## config.mk

```make
export PLATFORM = sky130hd
export DESIGN_NAME = veerwolf_swled_flat
export DESIGN_NICKNAME = d
export VERILOG_FILES = /design/src/rtl/veerwolf_swled_pkg.sv /design/src/rtl/veerwolf_swled_if.sv /design/src/rtl/veerwolf_swled_deb.sv /design/src/rtl/veerwolf_swled.sv /design/src/flat_wrapper.sv
export SDC_FILE = /design/constraint.sdc
export NUM_CORES = 1
export LEC_CHECK = 0
export CAP_MARGIN = 15
export CORE_MARGIN = 2
export CORE_UTILIZATION = 59
export DETAILED_ROUTE_END_ITERATION = 12
export PLACE_DENSITY = 0.83
export SYNTH_ARGS = -nofsm -noshare
export SYNTH_HDL_FRONTEND = slang
export SYNTH_HIERARCHICAL = 1
export SYNTH_SLANG_ARGS = --single-unit
```

## constraint.sdc

```tcl
create_clock -name clk_core -period 1.97 [get_ports clk_core]
set_input_delay 0.394 -clock clk_core [delete_from_list [all_inputs] [get_ports clk_core]]
set_output_delay 0.394 -clock clk_core [all_outputs]
set_load 0.1 [all_outputs]
```

## src/rtl/veerwolf_swled_pkg.sv

```systemverilog
// Shared definitions for the switch/LED block: write-target selects and
// counter-width helpers used by the debouncer and the blink prescaler.
package veerwolf_swled_pkg;

  localparam logic SEL_LED   = 1'b0;
  localparam logic SEL_BLINK = 1'b1;

  // Width of a counter that must hold 0..deb_cycles.
  function automatic int unsigned deb_cnt_w(input int unsigned deb_cycles);
    return (deb_cycles < 1) ? 1 : $clog2(deb_cycles + 1);
  endfunction

  // Width of a prescaler that counts 0..div-1.
  function automatic int unsigned pre_cnt_w(input int unsigned div);
    return (div < 2) ? 1 : $clog2(div);
  endfunction

endpackage

```

## src/rtl/veerwolf_swled_if.sv

```systemverilog
// Register write bus for the switch/LED block. The master drives the
// strobe, target select and data. The slave (the block) samples them.
interface veerwolf_swled_if #(
  parameter int NUM_CH = 16
);
  logic              i_wr_en;
  logic              i_wr_sel;
  logic [NUM_CH-1:0] i_wr_data;

  modport master (output i_wr_en, output i_wr_sel, output i_wr_data);
  modport slave  (input  i_wr_en, input  i_wr_sel, input  i_wr_data);
endinterface

```

## src/rtl/veerwolf_swled_deb.sv

```systemverilog
// One switch debounce channel: 2-flop synchroniser, stability counter,
// debounced level and a one-cycle change pulse.
module veerwolf_swled_deb
  import veerwolf_swled_pkg::*;
#(
  parameter int DEB_CYCLES = 50000
) (
  input  logic clk_core,
  input  logic rst_core,
  input  logic sw_raw,
  output logic sw_db,
  output logic sw_chg
);

  localparam int CNT_W = deb_cnt_w(DEB_CYCLES);

  logic             sync_p0;
  logic             sync_p1;
  logic [CNT_W-1:0] cnt_p2;
  logic             differ;
  logic             accept;

  assign differ = sync_p1 ^ sw_db;
  assign accept = differ && (cnt_p2 == CNT_W'(DEB_CYCLES - 1));

  // Stage p0/p1: bring the asynchronous switch level into the clock domain.
  always_ff @(posedge clk_core) begin
    if (rst_core) begin
      sync_p0 <= 1'b0;
      sync_p1 <= 1'b0;
    end else begin
      sync_p0 <= sw_raw;
      sync_p1 <= sync_p0;
    end
  end

  // Stage p2: count consecutive differing cycles; any bounce restarts the count.
  always_ff @(posedge clk_core) begin
    if (rst_core) begin
      cnt_p2 <= '0;
      sw_db  <= 1'b0;
      sw_chg <= 1'b0;
    end else begin
      sw_chg <= accept;
      if (accept) begin
        sw_db  <= ~sw_db;
        cnt_p2 <= '0;
      end else if (differ) begin
        cnt_p2 <= cnt_p2 + CNT_W'(1);
      end else begin
        cnt_p2 <= '0;
      end
    end
  end

endmodule

```

## src/rtl/veerwolf_swled.sv

```systemverilog
// Switch debouncer bank plus LED output register.
// Optional blink support (per-channel blink mask, free-running prescaler and
// phase bit) is compiled in only when VEERWOLF_SWLED_BLINK_EN is defined.
// Without it, blink-mask writes are ignored and o_led follows the LED value.
module veerwolf_swled
  import veerwolf_swled_pkg::*;
#(
  parameter int NUM_CH     = 16,
  parameter int DEB_CYCLES = 50000,
  parameter int BLINK_DIV  = 25000000
) (
  input  logic                 clk_core,
  input  logic                 rst_core,
  input  logic [NUM_CH-1:0]    i_sw,
  output logic [NUM_CH-1:0]    o_sw_db,
  output logic [NUM_CH-1:0]    o_sw_chg,
  veerwolf_swled_if.slave      wr,
  output logic [NUM_CH-1:0]    o_led
);

  if (NUM_CH < 1 || NUM_CH > 64 || DEB_CYCLES < 1 || BLINK_DIV < 2) begin : g_bad_param
    $error("veerwolf_swled: parameter out of range");
  end

  for (genvar g = 0; g < NUM_CH; g++) begin : g_ch
    veerwolf_swled_deb #(
      .DEB_CYCLES (DEB_CYCLES)
    ) u_deb (
      .clk_core (clk_core),
      .rst_core (rst_core),
      .sw_raw   (i_sw[g]),
      .sw_db    (o_sw_db[g]),
      .sw_chg   (o_sw_chg[g])
    );
  end

  logic              wr_led;
  logic [NUM_CH-1:0] led_val;
  logic [NUM_CH-1:0] led_val_nxt;
  logic [NUM_CH-1:0] led_drv_nxt;

  assign wr_led = wr.i_wr_en && (wr.i_wr_sel == SEL_LED);

  // Next LED value: a write replaces it, otherwise it holds.
  always_comb begin
    led_val_nxt = led_val;
    if (wr_led) led_val_nxt = wr.i_wr_data;
  end

`ifdef VEERWOLF_SWLED_BLINK_EN
  localparam int PRE_W = pre_cnt_w(BLINK_DIV);

  logic              wr_blink;
  logic [PRE_W-1:0]  pre;
  logic [PRE_W-1:0]  pre_nxt;
  logic              phase;
  logic              phase_nxt;
  logic              wrap;
  logic [NUM_CH-1:0] blink_mask;
  logic [NUM_CH-1:0] blink_mask_nxt;

  assign wr_blink = wr.i_wr_en && (wr.i_wr_sel == SEL_BLINK);
  assign wrap     = (pre == PRE_W'(BLINK_DIV - 1));

  // Prescaler, phase and mask next-state; mask writes never disturb the prescaler.
  always_comb begin
    pre_nxt        = wrap ? '0 : pre + PRE_W'(1);
    phase_nxt      = phase ^ wrap;
    blink_mask_nxt = blink_mask;
    if (wr_blink) blink_mask_nxt = wr.i_wr_data;
    led_drv_nxt    = led_val_nxt & (~blink_mask_nxt | {NUM_CH{phase_nxt}});
  end

  // Blink state registers.
  always_ff @(posedge clk_core) begin
    if (rst_core) begin
      pre        <= '0;
      phase      <= 1'b0;
      blink_mask <= '0;
    end else begin
      pre        <= pre_nxt;
      phase      <= phase_nxt;
      blink_mask <= blink_mask_nxt;
    end
  end
`else
  // Without blink support the LED drive is simply the next LED value.
  always_comb begin
    led_drv_nxt = led_val_nxt;
  end
`endif

  // LED value and output register, both loaded from next-state values.
  always_ff @(posedge clk_core) begin
    if (rst_core) begin
      led_val <= '0;
      o_led   <= '0;
    end else begin
      led_val <= led_val_nxt;
      o_led   <= led_drv_nxt;
    end
  end

endmodule
```

## src/flat_wrapper.sv

```systemverilog
// flat-port wrapper written by rule: the top's interface ports become plain ports
module veerwolf_swled_flat import veerwolf_swled_pkg::*;
#(
  parameter int NUM_CH     = 16,
  parameter int DEB_CYCLES = 50000,
  parameter int BLINK_DIV  = 25000000
)
  (clk_core, rst_core, i_sw, o_sw_db, o_sw_chg, o_led, wr_i_wr_en, wr_i_wr_sel, wr_i_wr_data);
  veerwolf_swled_if #(.NUM_CH(NUM_CH)) wr_i ();
  input  logic clk_core;
  input  logic rst_core;
  input  logic [NUM_CH-1:0] i_sw;
  output logic [NUM_CH-1:0] o_sw_db;
  output logic [NUM_CH-1:0] o_sw_chg;
  output logic [NUM_CH-1:0] o_led;
  input wire logic [$bits(wr_i.i_wr_en)-1:0] wr_i_wr_en;
  input wire logic [$bits(wr_i.i_wr_sel)-1:0] wr_i_wr_sel;
  input wire logic [$bits(wr_i.i_wr_data)-1:0] wr_i_wr_data;
  assign wr_i.i_wr_en = wr_i_wr_en;
  assign wr_i.i_wr_sel = wr_i_wr_sel;
  assign wr_i.i_wr_data = wr_i_wr_data;
  veerwolf_swled #(.NUM_CH(NUM_CH), .DEB_CYCLES(DEB_CYCLES), .BLINK_DIV(BLINK_DIV)) u_core (.clk_core(clk_core), .rst_core(rst_core), .i_sw(i_sw), .o_sw_db(o_sw_db), .o_sw_chg(o_sw_chg), .wr(wr_i), .o_led(o_led));
endmodule
```

; After elaboration in Yosys (flattened, before gate mapping)
; Index checks and enable logic that the tools add are counted.
[totals]
word_cells = 195
reg_bits = 336
output_inout_bits = 48
[classes]
n_reduce_logical = 33
bitwise_logic = 49
n_addsub = 16
n_eq_ne = 16
[ops]
columns = operator, n
row1 = 16-bit by 1-bit adder with 16-bit output (second input constant), 16
row2 = 16-bit equality test (second input constant), 16
row3 = 3-bit OR reduction, 16
row4 = 1-bit NOT, 33
row5 = 1-bit logical AND, 17
row6 = 1-bit XOR, 16

; Logic depth before layout (Yosys ltp)
; Gate-level depths: netlist of run 1.
[depth]
depth_word = 3
mapped_depth = 7

; Cells and area by module
; The synthesis of run 1 kept the hierarchy.
[by_module_without_submodules]
columns = mod, cells_each, seq_area_each_um2, n_inst, area_per_inst_um2
row1 = veerwolf_swled_deb (u_core.g_ch[0].u_deb ...), 90, 400.4, 15, 818.3
row2 = veerwolf_swled_deb (u_core.g_ch[9].u_deb), 92, 400.4, 1, 864.6
row3 = veerwolf_swled, 71, 320.3, 1, 764.5

; Least setup slack after synthesis of run 1
; Ideal clock, no wire load.
[synth_path]
kind = register -> register
startpoint = reg u_core.g_ch[9].u_deb.sw_db
endpoint = reg u_core.g_ch[9].u_deb.cnt_p2[14]
period_less_slack_ps = 1869
stages_incl_launch_ff = 7
path_slack_ps = 101
arrival_ps = 1805
path_cell_list = dfxtp_1 -> xor2_1 -> nand2b_1 -> or2_1 -> buf_6 -> buf_8 -> nor2_1
[synth_between]
elab_chain_len = 3
word_cells_on_any_way = 4
cone_classes = bitwise (2) / reduce/logical (2)
[synth_lines]
columns = item, line_no
row1 = from (decl), veerwolf_swled_deb.sv:11  ; output logic sw_db,
row2 = from (signal assigned), veerwolf_swled_deb.sv:46  ; sw_db <= ~sw_db;
row3 = 1-bit XOR *, veerwolf_swled_deb.sv:23  ; assign differ = sync_p1 ^ sw_db;
row4 = 1-bit logical AND / 1-bit NOT (equally long branches), n/a
row5 = 3-bit OR reduction (no source line) *, n/a
row6 = to (signal assigned), veerwolf_swled_deb.sv:49  ; cnt_p2 <= cnt_p2 + CNT_W'(1);
row7 = to (decl), veerwolf_swled_deb.sv:19  ; logic [CNT_W-1:0] cnt_p2;
; Mark *: on every way between the ends. The rest lies on a longest branch, timed or not.
; A chain may end at the register's enable or synchronous reset.

; Worst setup path in the final report of run 1
[layout_path]
startpoint = reg u_core.g_ch[5].u_deb.cnt_p2[0]
endpoint = reg u_core.g_ch[5].u_deb.cnt_p2[6]
[layout_between]
elab_chain_len = 3
word_cells_on_any_way = 4
cone_classes = add/sub (1) / eq/ne (1) / reduce/logical (2)
[layout_lines]
columns = item, line_no
row1 = from (decl), veerwolf_swled_deb.sv:19
row2 = from (signal assigned), veerwolf_swled_deb.sv:49
row3 = branches (longest 3 deep; another with 16-bit by 1-bit adder with 16-bit output), n/a
; Parallel ways; which one is timed is not known.

==> flow_metrics.py, run 1 <==
metrics = {
    "floorplan": {
        "effective_utilization_at_floorplan_pct": 59.6,
        "dieWidth_um": 158,
        "total_die_area_mm2": 0.0248,
        "boundaryPins": 84,
        "fp.dieH_um": 158,
        "core_area_mm2": 0.0233,
        "num_rows": 56,
    },
    "sta": {
        "grt_setup_unrepaired": "false",
        "finalSetupViolCount": 0,
        "final.min_clock_period_ps": 1780,
        "worst_clock_skew_ps": 12.7,
        "final.setup.tns_ps": 0,
        "postLayoutSetupSlackWorst_ps": 194,
        "worst_max_slew_margin_expressed_relative_to_the_limit_pct": 66.8,
        "worst-slew-pin-transition_ps": 497,
        "final_critical_path_share_of_the_clock_period_pct": 90.1,
        "count_of_pins_over_their_slew_limit": 0,
        "fmax_mhz": 563,
        "hold_slack_ps": 317,
        "finalHoldViolations": 0,
    },
    "clock_network": {
        "cts_repair_resize_count": 0,
        "cts_hold_buf": 0,
        "number_of_h_tree_levels": 2,
        "root_buffer": "sky130_fd_sc_hd__clkbuf_16",
        "clock_path_buffers": 3,
        "cts_tree": "yes",
        "clk_transition_reported_paths_ps": 60,
        "postCtsSetupBuffers": 0,
        "clock_sinks": 336,
        "cts_inserted_buffers": 36,
        "clk-insertion-delay-late_ps": 510,
    },
    "run": {
        "maxCapViolations": 0,
    },
    "critical_path": {
        "setup.worst_path.start": "u_core/g_ch[5].u_deb/cnt_p2[0]",
        "path_class": "flip-flop to flip-flop",
        "critical_path.endpoint_type": "flip-flop",
        "reg2reg_from": "u_core/g_ch[5].u_deb/cnt_p2[0]",
        "cp_data_required_time_ps": 2360,
        "worstPathBufferInverterCount": 1,
        "cpPeakStageDelay_ps": 390,
        "timing.critical_path.fanout_max": 9,
        "cp_cell_sequence": "ha_1 > nand3_1 > nand4b_1 > nand2_1 > buf_4 > nor2_1",
        "critPathArrivalTime_ps": 2170,
        "cpLargestDelayFamily": "simple AND/OR/NAND/NOR gates",
        "worst_path_max_delay_cell": "sky130_fd_sc_hd__dfxtp_1",
        "worstSetupStartpointType": "flip-flop",
    },
    "logic_synthesis": {
        "synthesis.instances": 1513,
        "syn-num-nets": 1565,
        "ys_top_cells_by_area": "sky130_fd_sc_hd__dfxtp_1, sky130_fd_sc_hd__xnor2_1, sky130_fd_sc_hd__nor2_1",
        "yosys_warnings": 6,
        "number_of_enable_type_register_cells_in_the_synthesized_netlist": 0,
        "synth.yosys.seq_area_share_pct": 48.4,
        "postSynth.asyncResetShare_pct": 0,
        "synth_top_cells_by_count": "sky130_fd_sc_hd__dfxtp_1, sky130_fd_sc_hd__nor2_1, sky130_fd_sc_hd__xnor2_1, sky130_fd_sc_hd__nand3_1, sky130_fd_sc_hd__nor3_1",
        "synthesis.area_per_instance_um2": 9.19,
        "dominantRegCellSynth": "sky130_fd_sc_hd__dfxtp_1",
        "dominant_cell_by_count_in_the_synthesized_netlist": "sky130_fd_sc_hd__dfxtp_1",
        "synth_area_mm2": 0.0139,
        "synth_top_cell_by_area": "sky130_fd_sc_hd__dfxtp_1",
        "post_synthesis_cell_type_count": 35,
        "yosys_register_bits": 336,
        "synth_top_area_share_pct": 48.4,
    },
    "grt": {
        "antenna_found_initial": 0,
        "gr-usage-all-layers_pct": 21.0,
        "grt_first_pass_wirelength_um": 44400,
        "grt_pass1_vias": 10200,
        "largest_net_degree_at_the_start_of_global_routing": 39,
        "globalRouteOverflowTotal": 0,
    },
    "cells_and_area": {
        "areaGrowthSynthToFinish_pct": 17.5,
        "layout.cells.non_filler": 1988,
        "final_area_mm2": 0.0163,
        "layout-drive-gt1-share_pct": 9.95,
        "n_antenna_cell": 0,
        "postLayoutCoreUtil_pct": 70.0,
        "design.final.nets": 1694,
    },
    "detailed_routing": {
        "drt_first_iter_violations": 465,
        "routed_wl_um": 25500,
        "first_pass_iters": 5,
        "via_count": 10800,
        "route.detailed.drc": 0,
        "vias_per_cell": 5.41,
        "drt-wirelength-per-cell_um": 12.8,
        "postRouteAntennaNets": 0,
    },
    "placed_design": {
        "place_ws_ps": 230,
        "gp_congestion": 0.810,
        "place.port_buffers": 83,
        "dp.final_hpwl_um": 16900,
        "placed_cells_incl_taps": 1923,
        "dpl-instance-area_mm2": 0.0151,
    },
    "power": {
        "worst_vdd_rail_ir_drop_uv": 709,
        "static-leakage-power_nw": 5.06,
        "power_density_mw_per_mm2": 859,
        "design_power_total_mw": 14.0,
    },
    "run_status": {
        "status": "complete, no violations",
    },
    "hold_path": {
        "min-delay-start": "rst_core",
        "holdCritPathClass": "input port to flip-flop",
    },
}
registers in the layout, indices dropped and copies added, names as in the netlist:
register / cells
u_core/g_ch.u_deb/sync_p1: 16
u_core/g_ch.u_deb/cnt_p2: 256
u_core/g_ch.u_deb/sw_chg: 16
u_core/g_ch.u_deb/sync_p0: 16
u_core/led_val: 16
u_core/g_ch.u_deb/sw_db: 16
worst paths after layout:
check                                    to  slack [ps]  cells after the start
max          u_core/g_ch[5].u_deb/cnt_p2[6]         190                      6
max reg2reg  u_core/g_ch[5].u_deb/cnt_p2[6]         190                      6
min              u_core/g_ch[4].u_deb/sw_db         320                      2
min reg2reg    u_core/g_ch[6].u_deb/sync_p1         440                      1
layer usage:
layer | global-route usage [%] | vias up | wire length (µm)
li1 | - | 5464 | -
met1 | 26.2 | 5051 | 11500
met2 | 36.1 | 204 | 12400
met3 | 4.79 | 39 | 1290
met4 | 6.23 | 0 | 435
met5 | 0 | - | 0
cell type report:
cell class	count	area, µm²
Timing Repair Buffer	114	966
Multi-Input combinational cell	1105	6860
Tap cell	319	399
Clock buffer	51	1050
Sequential cell	336	6730
Clock inverter	14	158
Fill cell	1716	7000
Inverter	49	184
power breakdown:
group          internal (mW)  switching (mW)
registers               6.85          0.0324
logic                  0.165           0.251
clock network           4.11            2.61
cells by family (layout without fill, tap and decap cells):
kind of cell	count (synthesis)	after routing	synth area share, %
xor+xnor	225	225	14.2
fa+ha+maj	16	16	1.44
mux	16	16	1.15
compound gates	46	46	2.20
simple gates	802	802	30.3
flops	336	336	48.4
buf+inv	72	228	2.31
layout by cell type, fill, tap and decap left out, types with 16 or more instances in the layout:
| cell type | instances |
|---|---|
| sky130_fd_sc_hd__mux2i_1 | 16 |
| sky130_fd_sc_hd__ha_1 | 16 |
| sky130_fd_sc_hd__nand4_1 | 36 |
| sky130_fd_sc_hd__nand2_1 | 48 |
| sky130_fd_sc_hd__nand4bb_1 | 16 |
| sky130_fd_sc_hd__inv_1 | 49 |
| sky130_fd_sc_hd__dfxtp_1 | 336 |
| sky130_fd_sc_hd__nand3_1 | 95 |
| sky130_fd_sc_hd__or4_1 | 16 |
| sky130_fd_sc_hd__nor2b_1 | 33 |
| sky130_fd_sc_hd__nor4bb_1 | 30 |
| sky130_fd_sc_hd__nand2b_1 | 17 |
| sky130_fd_sc_hd__clkdlybuf4s50_1 | 34 |
| sky130_fd_sc_hd__clkbuf_16 | 37 |
| sky130_fd_sc_hd__xnor2_1 | 206 |
| sky130_fd_sc_hd__nor4_1 | 49 |
| sky130_fd_sc_hd__xor2_1 | 19 |
| sky130_fd_sc_hd__buf_4 | 78 |
| sky130_fd_sc_hd__nor3_1 | 64 |
| sky130_fd_sc_hd__nor2_1 | 318 |
Power figures use the tool's default switching activity.
==> run 2: changes to the inputs <==
Settings changed: CELL_PAD_IN_SITES_DETAIL_PLACEMENT set to 1, CELL_PAD_IN_SITES_GLOBAL_PLACEMENT set to 1, CORE_UTILIZATION 59 to 46, PLACE_DENSITY 0.83 to 0.84, SYNTH_HIERARCHICAL 1 to not set.
==> run 2 against run 1 <==
Net effect: worst hold slack lost 64 ps; critical path depth fell by 2; total power up 9.9%; die area up 30%; non-clock buffer count shrank 1; first-iteration DRC count decreased by 17%; clock-buffer cell count fell by 6; synthesized cell count grew 3.8%; critical path type unchanged; synthesized area is 1.7% higher; maximum frequency down 3.5%.
==> flow_metrics.py, run 2 <==
metrics = {
    "run_status": {
        "status": "complete, no violations",
    },
    "detailed_routing": {
        "postRouteAntennaNets": 0,
        "via_count": 10900,
        "vias_per_cell": 5.26,
        "drt-wirelength-per-cell_um": 15.1,
        "routed_wl_um": 31400,
        "first_pass_iters": 4,
        "drt_first_iter_violations": 384,
        "route.detailed.drc": 0,
    },
    "critical_path": {
        "setup.worst_path.start": "u_core.g_ch[11].u_deb.cnt_p2[5]",
        "worstRegToRegCells": 4,
        "cpLargestDelayFamily": "simple AND/OR/NAND/NOR gates",
        "critPathArrivalTime_ps": 2240,
        "cp_data_required_time_ps": 2370,
        "critical_path.endpoint_type": "flip-flop",
        "path_class": "flip-flop to flip-flop",
        "worstPathBufferInverterCount": 0,
        "reg2reg_from": "u_core.g_ch[11].u_deb.cnt_p2[5]",
        "timing.critical_path.fanout_max": 15,
        "worstSetupPathDepth": 4,
        "crit-reg2reg-capture": "u_core.g_ch[11].u_deb.cnt_p2[4]",
        "cp_cell_sequence": "or4_1 > or4_4 > nand2b_4 > nor2_1",
        "setup.worst_path.end": "u_core.g_ch[11].u_deb.cnt_p2[4]",
        "cpPeakStageDelay_ps": 570,
        "worstSetupStartpointType": "flip-flop",
        "worst_path_max_delay_cell": "sky130_fd_sc_hd__or4_4",
        "reg2reg_slack_ps": 130,
    },
    "cells_and_area": {
        "postLayoutCoreUtil_pct": 54.9,
        "max_reg_flops": 256,
        "multi_input_comb_area_mm2": 0.00681,
        "layout-drive-gt1-share_pct": 9.57,
        "seq_area_mm2": 0.00673,
        "n_antenna_cell": 0,
        "most_common_library_cell_in_the_layout_ignoring_fill_and_taps": "sky130_fd_sc_hd__dfxtp_1",
        "areaGrowthSynthToFinish_pct": 18.1,
        "layout.cells.non_filler": 2078,
        "largest_register": "u_core.g_ch.u_deb.cnt_p2",
        "final_cell_mix": "sky130_fd_sc_hd__dfxtp_1, sky130_fd_sc_hd__nor2_1, sky130_fd_sc_hd__xnor2_1",
        "fillerInstances": 3456,
        "final_area_mm2": 0.0167,
        "design.final.nets": 1704,
    },
    "grt": {
        "grt_first_pass_wirelength_um": 54000,
        "gr-usage-all-layers_pct": 19.9,
        "globalRouteOverflowTotal": 0,
        "grt_pass1_vias": 11600,
        "antenna_found_initial": 0,
        "global_route.usage.met1_pct": 23.6,
        "largest_net_degree_at_the_start_of_global_routing": 27,
        "grt_busiest_layer": "met2",
        "gr-usage-met2_pct": 36.6,
        "met3_usage_pct": 3.95,
    },
    "power": {
        "static-leakage-power_nw": 5.49,
        "worst_vdd_rail_ir_drop_uv": 687,
        "design_power_total_mw": 15.4,
        "power_density_mw_per_mm2": 923,
    },
    "sta": {
        "finalHoldViolations": 0,
        "fmax_mhz": 543,
        "finalSetupViolCount": 0,
        "count_of_pins_over_their_slew_limit": 0,
        "final.min_clock_period_ps": 1840,
        "hold_slack_ps": 253,
        "final.setup.tns_ps": 0,
        "grt_setup_unrepaired": "false",
        "worst-slew-pin-transition_ps": 448,
        "postLayoutSetupSlackWorst_ps": 130,
        "final_critical_path_share_of_the_clock_period_pct": 93.4,
        "worst_clock_skew_ps": 7.94,
        "worst_max_slew_margin_expressed_relative_to_the_limit_pct": 69.8,
    },
    "clock_network": {
        "cts_repair_resize_count": 0,
        "clk_transition_reported_paths_ps": 60,
        "cts_tree": "yes",
        "clk-insertion-delay-late_ps": 520,
        "postCtsSetupBuffers": 0,
        "number_of_h_tree_levels": 2,
        "clock_sinks": 336,
        "cts_hold_buf": 0,
        "cts_inserted_buffers": 39,
        "clock_path_buffers": 3,
        "root_buffer": "sky130_fd_sc_hd__clkbuf_16",
    },
    "placed_design": {
        "dpl-instance-area_mm2": 0.0152,
        "place_ws_ps": 133,
        "place.port_buffers": 83,
        "placed_cells_incl_taps": 2007,
        "dp.final_hpwl_um": 21500,
        "gp_congestion": 0.824,
    },
    "logic_synthesis": {
        "synthesis.area_per_instance_um2": 9.01,
        "postSynth.asyncResetShare_pct": 0,
        "synth_top_cells_by_count": "sky130_fd_sc_hd__dfxtp_1, sky130_fd_sc_hd__nor2_1, sky130_fd_sc_hd__xnor2_1, sky130_fd_sc_hd__nand2_1, sky130_fd_sc_hd__nand3_1",
        "post_synthesis_cell_type_count": 38,
        "synth_top_area_share_pct": 47.6,
        "synth_area_mm2": 0.0141,
        "synthesis.instances": 1570,
        "synth.yosys.seq_area_share_pct": 47.6,
        "synth_top_cell_by_area": "sky130_fd_sc_hd__dfxtp_1",
        "number_of_enable_type_register_cells_in_the_synthesized_netlist": 0,
        "yosys_warnings": 0,
        "dominantRegCellSynth": "sky130_fd_sc_hd__dfxtp_1",
        "syn-num-nets": 1622,
        "yosys_register_bits": 336,
        "ys_top_cells_by_area": "sky130_fd_sc_hd__dfxtp_1, sky130_fd_sc_hd__xnor2_1, sky130_fd_sc_hd__nor2_1",
        "dominant_cell_by_count_in_the_synthesized_netlist": "sky130_fd_sc_hd__dfxtp_1",
    },
    "hold_path": {
        "holdCritPathClass": "input port to flip-flop",
        "min-delay-start": "rst_core",
    },
    "run": {
        "maxCapViolations": 0,
    },
    "floorplan": {
        "num_rows": 64,
        "fp.dieH_um": 179,
        "core_area_mm2": 0.0304,
        "boundaryPins": 84,
        "effective_utilization_at_floorplan_pct": 46.5,
        "dieWidth_um": 179,
        "total_die_area_mm2": 0.0322,
    },
}
[run 2: how the worst min path moves through the flow]
stage | end | slack (ps) | cells past startpoint
after detailed placement | u_core.g_ch[14].u_deb.sync_p1 | 430 | 1
after floorplan | u_core.g_ch[0].u_deb.sync_p1 | 410 | 1
after CTS | u_core.g_ch[7].u_deb.sw_db | 250 | 2
final | u_core.g_ch[7].u_deb.sw_db | 250 | 2
after global routing | u_core.g_ch[2].u_deb.sync_p1 | 260 | 2
after global placement | u_core.g_ch[0].u_deb.sync_p1 | 420 | 1
[run 2: area by class of cell]
type,count,share of cell area [%]
timing repair buffer,113,6.04
sequential,336,40.3
multi-input combinational,1116,40.8
tap,396,2.97
inverter,46,1.03
clock buffer,45,6.47
clock inverter,26,2.41
[run 2: logic make-up after synthesis]
family | synth area share (%)
flops | 47.6
buf+inv | 4.26
fa+ha+maj | 1.42
simple gates | 30.2
compound gates | 0.805
xor+xnor | 14.7
mux | 1.13
[run 2: power by group]
part,internal (mW),switching (mW)
clock,5.26,2.87
sequential,6.85,0.0343
combinational,0.152,0.244
total,12.3,3.15
[run 2: routing by layer]
layer  part of all wire (%)  up-vias
met1                     44     5286
li1                       -     5462
met4                    1.8        0
met5                      0        -
met3                    4.0       42
met2                     50      134
==> run 3: changes to the inputs <==
Settings changed: REMOVE_ABC_BUFFERS set to 1.
==> run 3 against run 2 <==
Net effect: clock-buffer cell count increased by 11; critical path type unchanged; final cell count about the same; critical path depth increased by 1; largest power group unchanged; highest routed layer unchanged.
==> flow_metrics.py, run 3 (synthesized netlist as in run 2, its figures left out) <==
metrics = {
    "floorplan": {
        "fp.dieH_um": 179,
        "num_rows": 64,
        "dieWidth_um": 179,
        "boundaryPins": 84,
        "effective_utilization_at_floorplan_pct": 46.5,
        "core_area_mm2": 0.0304,
        "total_die_area_mm2": 0.0322,
    },
    "clock_network": {
        "cts_hold_buf": 0,
        "root_buffer": "sky130_fd_sc_hd__clkbuf_16",
        "clock_sinks": 336,
        "clock_path_buffers": 3,
        "cts_tree": "yes",
        "cts_inserted_buffers": 37,
        "clk-insertion-delay-late_ps": 520,
        "number_of_h_tree_levels": 2,
        "postCtsSetupBuffers": 0,
        "clk_transition_reported_paths_ps": 60,
        "cts_repair_resize_count": 0,
    },
    "grt": {
        "grt_busiest_layer": "met2",
        "met3_usage_pct": 3.80,
        "largest_net_degree_at_the_start_of_global_routing": 20,
        "gr-usage-met2_pct": 35.9,
        "antenna_found_initial": 0,
        "globalRouteOverflowTotal": 0,
        "global_route.usage.met1_pct": 25.0,
        "grt_first_pass_wirelength_um": 54200,
        "gr-usage-all-layers_pct": 20.1,
        "grt_pass1_vias": 11300,
    },
    "detailed_routing": {
        "routed_wl_um": 31800,
        "first_pass_iters": 5,
        "postRouteAntennaNets": 0,
        "drt_first_iter_violations": 462,
        "route.detailed.drc": 0,
        "vias_per_cell": 5.26,
        "via_count": 10900,
        "drt-wirelength-per-cell_um": 15.3,
    },
    "run_status": {
        "status": "complete, no violations",
    },
    "power": {
        "worst_vdd_rail_ir_drop_uv": 647,
        "design_power_total_mw": 14.7,
        "static-leakage-power_nw": 5.41,
        "power_density_mw_per_mm2": 888,
    },
    "critical_path": {
        "critPathArrivalTime_ps": 2230,
        "worstPathBufferInverterCount": 1,
        "reg2reg_from": "u_core.g_ch[3].u_deb.cnt_p2[13]",
        "timing.critical_path.fanout_max": 15,
        "cp_data_required_time_ps": 2380,
        "critical_path.endpoint_type": "flip-flop",
        "cpPeakStageDelay_ps": 540,
        "worst_path_max_delay_cell": "sky130_fd_sc_hd__or4b_1",
        "reg2reg_slack_ps": 150,
        "setup.worst_path.start": "u_core.g_ch[3].u_deb.cnt_p2[13]",
        "path_class": "flip-flop to flip-flop",
        "cp_cell_sequence": "or4b_1 > nor4_2 > or2_1 > buf_4 > nor2_1",
        "cpLargestDelayFamily": "simple AND/OR/NAND/NOR gates",
        "worstSetupStartpointType": "flip-flop",
    },
    "sta": {
        "final.setup.tns_ps": 0,
        "count_of_pins_over_their_slew_limit": 0,
        "grt_setup_unrepaired": "false",
        "worst-slew-pin-transition_ps": 511,
        "final_critical_path_share_of_the_clock_period_pct": 92.6,
        "finalHoldViolations": 0,
        "worst_clock_skew_ps": 11.3,
        "finalSetupViolCount": 0,
        "worst_max_slew_margin_expressed_relative_to_the_limit_pct": 65.6,
        "fmax_mhz": 548,
        "final.min_clock_period_ps": 1820,
    },
    "cells_and_area": {
        "areaGrowthSynthToFinish_pct": 16.8,
        "postLayoutCoreUtil_pct": 54.3,
        "n_antenna_cell": 0,
        "layout-drive-gt1-share_pct": 8.93,
        "largest_register": "u_core.g_ch.u_deb.cnt_p2",
        "most_common_library_cell_in_the_layout_ignoring_fill_and_taps": "sky130_fd_sc_hd__dfxtp_1",
        "max_reg_flops": 256,
        "design.final.nets": 1703,
        "final_cell_mix": "sky130_fd_sc_hd__dfxtp_1, sky130_fd_sc_hd__nor2_1, sky130_fd_sc_hd__xnor2_1",
    },
    "placed_design": {
        "gp_congestion": 0.795,
        "place.port_buffers": 83,
        "dp.final_hpwl_um": 21000,
    },
    "hold_path": {
        "holdCritPathClass": "input port to flip-flop",
        "min-delay-start": "rst_core",
    },
    "run": {
        "maxCapViolations": 0,
    },
}
run 3: cell count changes in the layout (fill, tap and decap cells not counted), sizes merged:
cell,previous run,this run
clkbuf,45,56
clkinv,12,4
bufinv,10,5
buf,79,80
clkinvlp,3,2
run 3: per-stage QoR:
step                std cells  cell area [µm²]  setup WS (ps)  hold slack [ps]
CTS                      2076            16500            121              230
global route             2076            16500           23.4              253
floorplan                1498            13700            147              414
detailed placement       2008            15200            130              424
finish                   2076            16500            146              244
global placement         2008            15200            217              417
run 3: power by group:
| group | internal [mW] | total [mW] | switching, mW |
|---|---|---|---|
| sequential | 6.85 | 6.88 | 0.0329 |
| combinational | 0.154 | 0.402 | 0.248 |
| clock | 4.60 | 7.38 | 2.79 |
| total | 11.6 | 14.7 | 3.07 |
run 3: final timing paths:
kind	to	cells past startpoint
max	u_core.g_ch[3].u_deb.cnt_p2[5]	5
min	u_core.g_ch[3].u_deb.sw_db	2
max reg2reg	u_core.g_ch[3].u_deb.cnt_p2[5]	5
min reg2reg	u_core.g_ch[13].u_deb.sync_p1	1
run 3: layout make-up:
cell class,instances,area [µm²]
repair buffers,114,991
inverters,46,173
clock inverters,12,198
multi-input cells,1116,6810
flip-flops and latches,336,6730
fillers,3483,13900
clock buffers,56,1120
well taps,396,495
run 3: per-layer routing:
metal  routed length, µm  share of wire [%]
met4                 468                1.5
met1               14500                 45
met2               15800                 50
met5                   0                  0
met3                1080                3.4
run 3: worst register-to-register path, cell delays in order, from the launching register on:
cell and delay, ps:
sky130_fd_sc_hd__dfxtp_1 350, sky130_fd_sc_hd__or4b_1 540, sky130_fd_sc_hd__nor4_2 370, sky130_fd_sc_hd__or2_1 170, sky130_fd_sc_hd__buf_4 210, sky130_fd_sc_hd__nor2_1 80
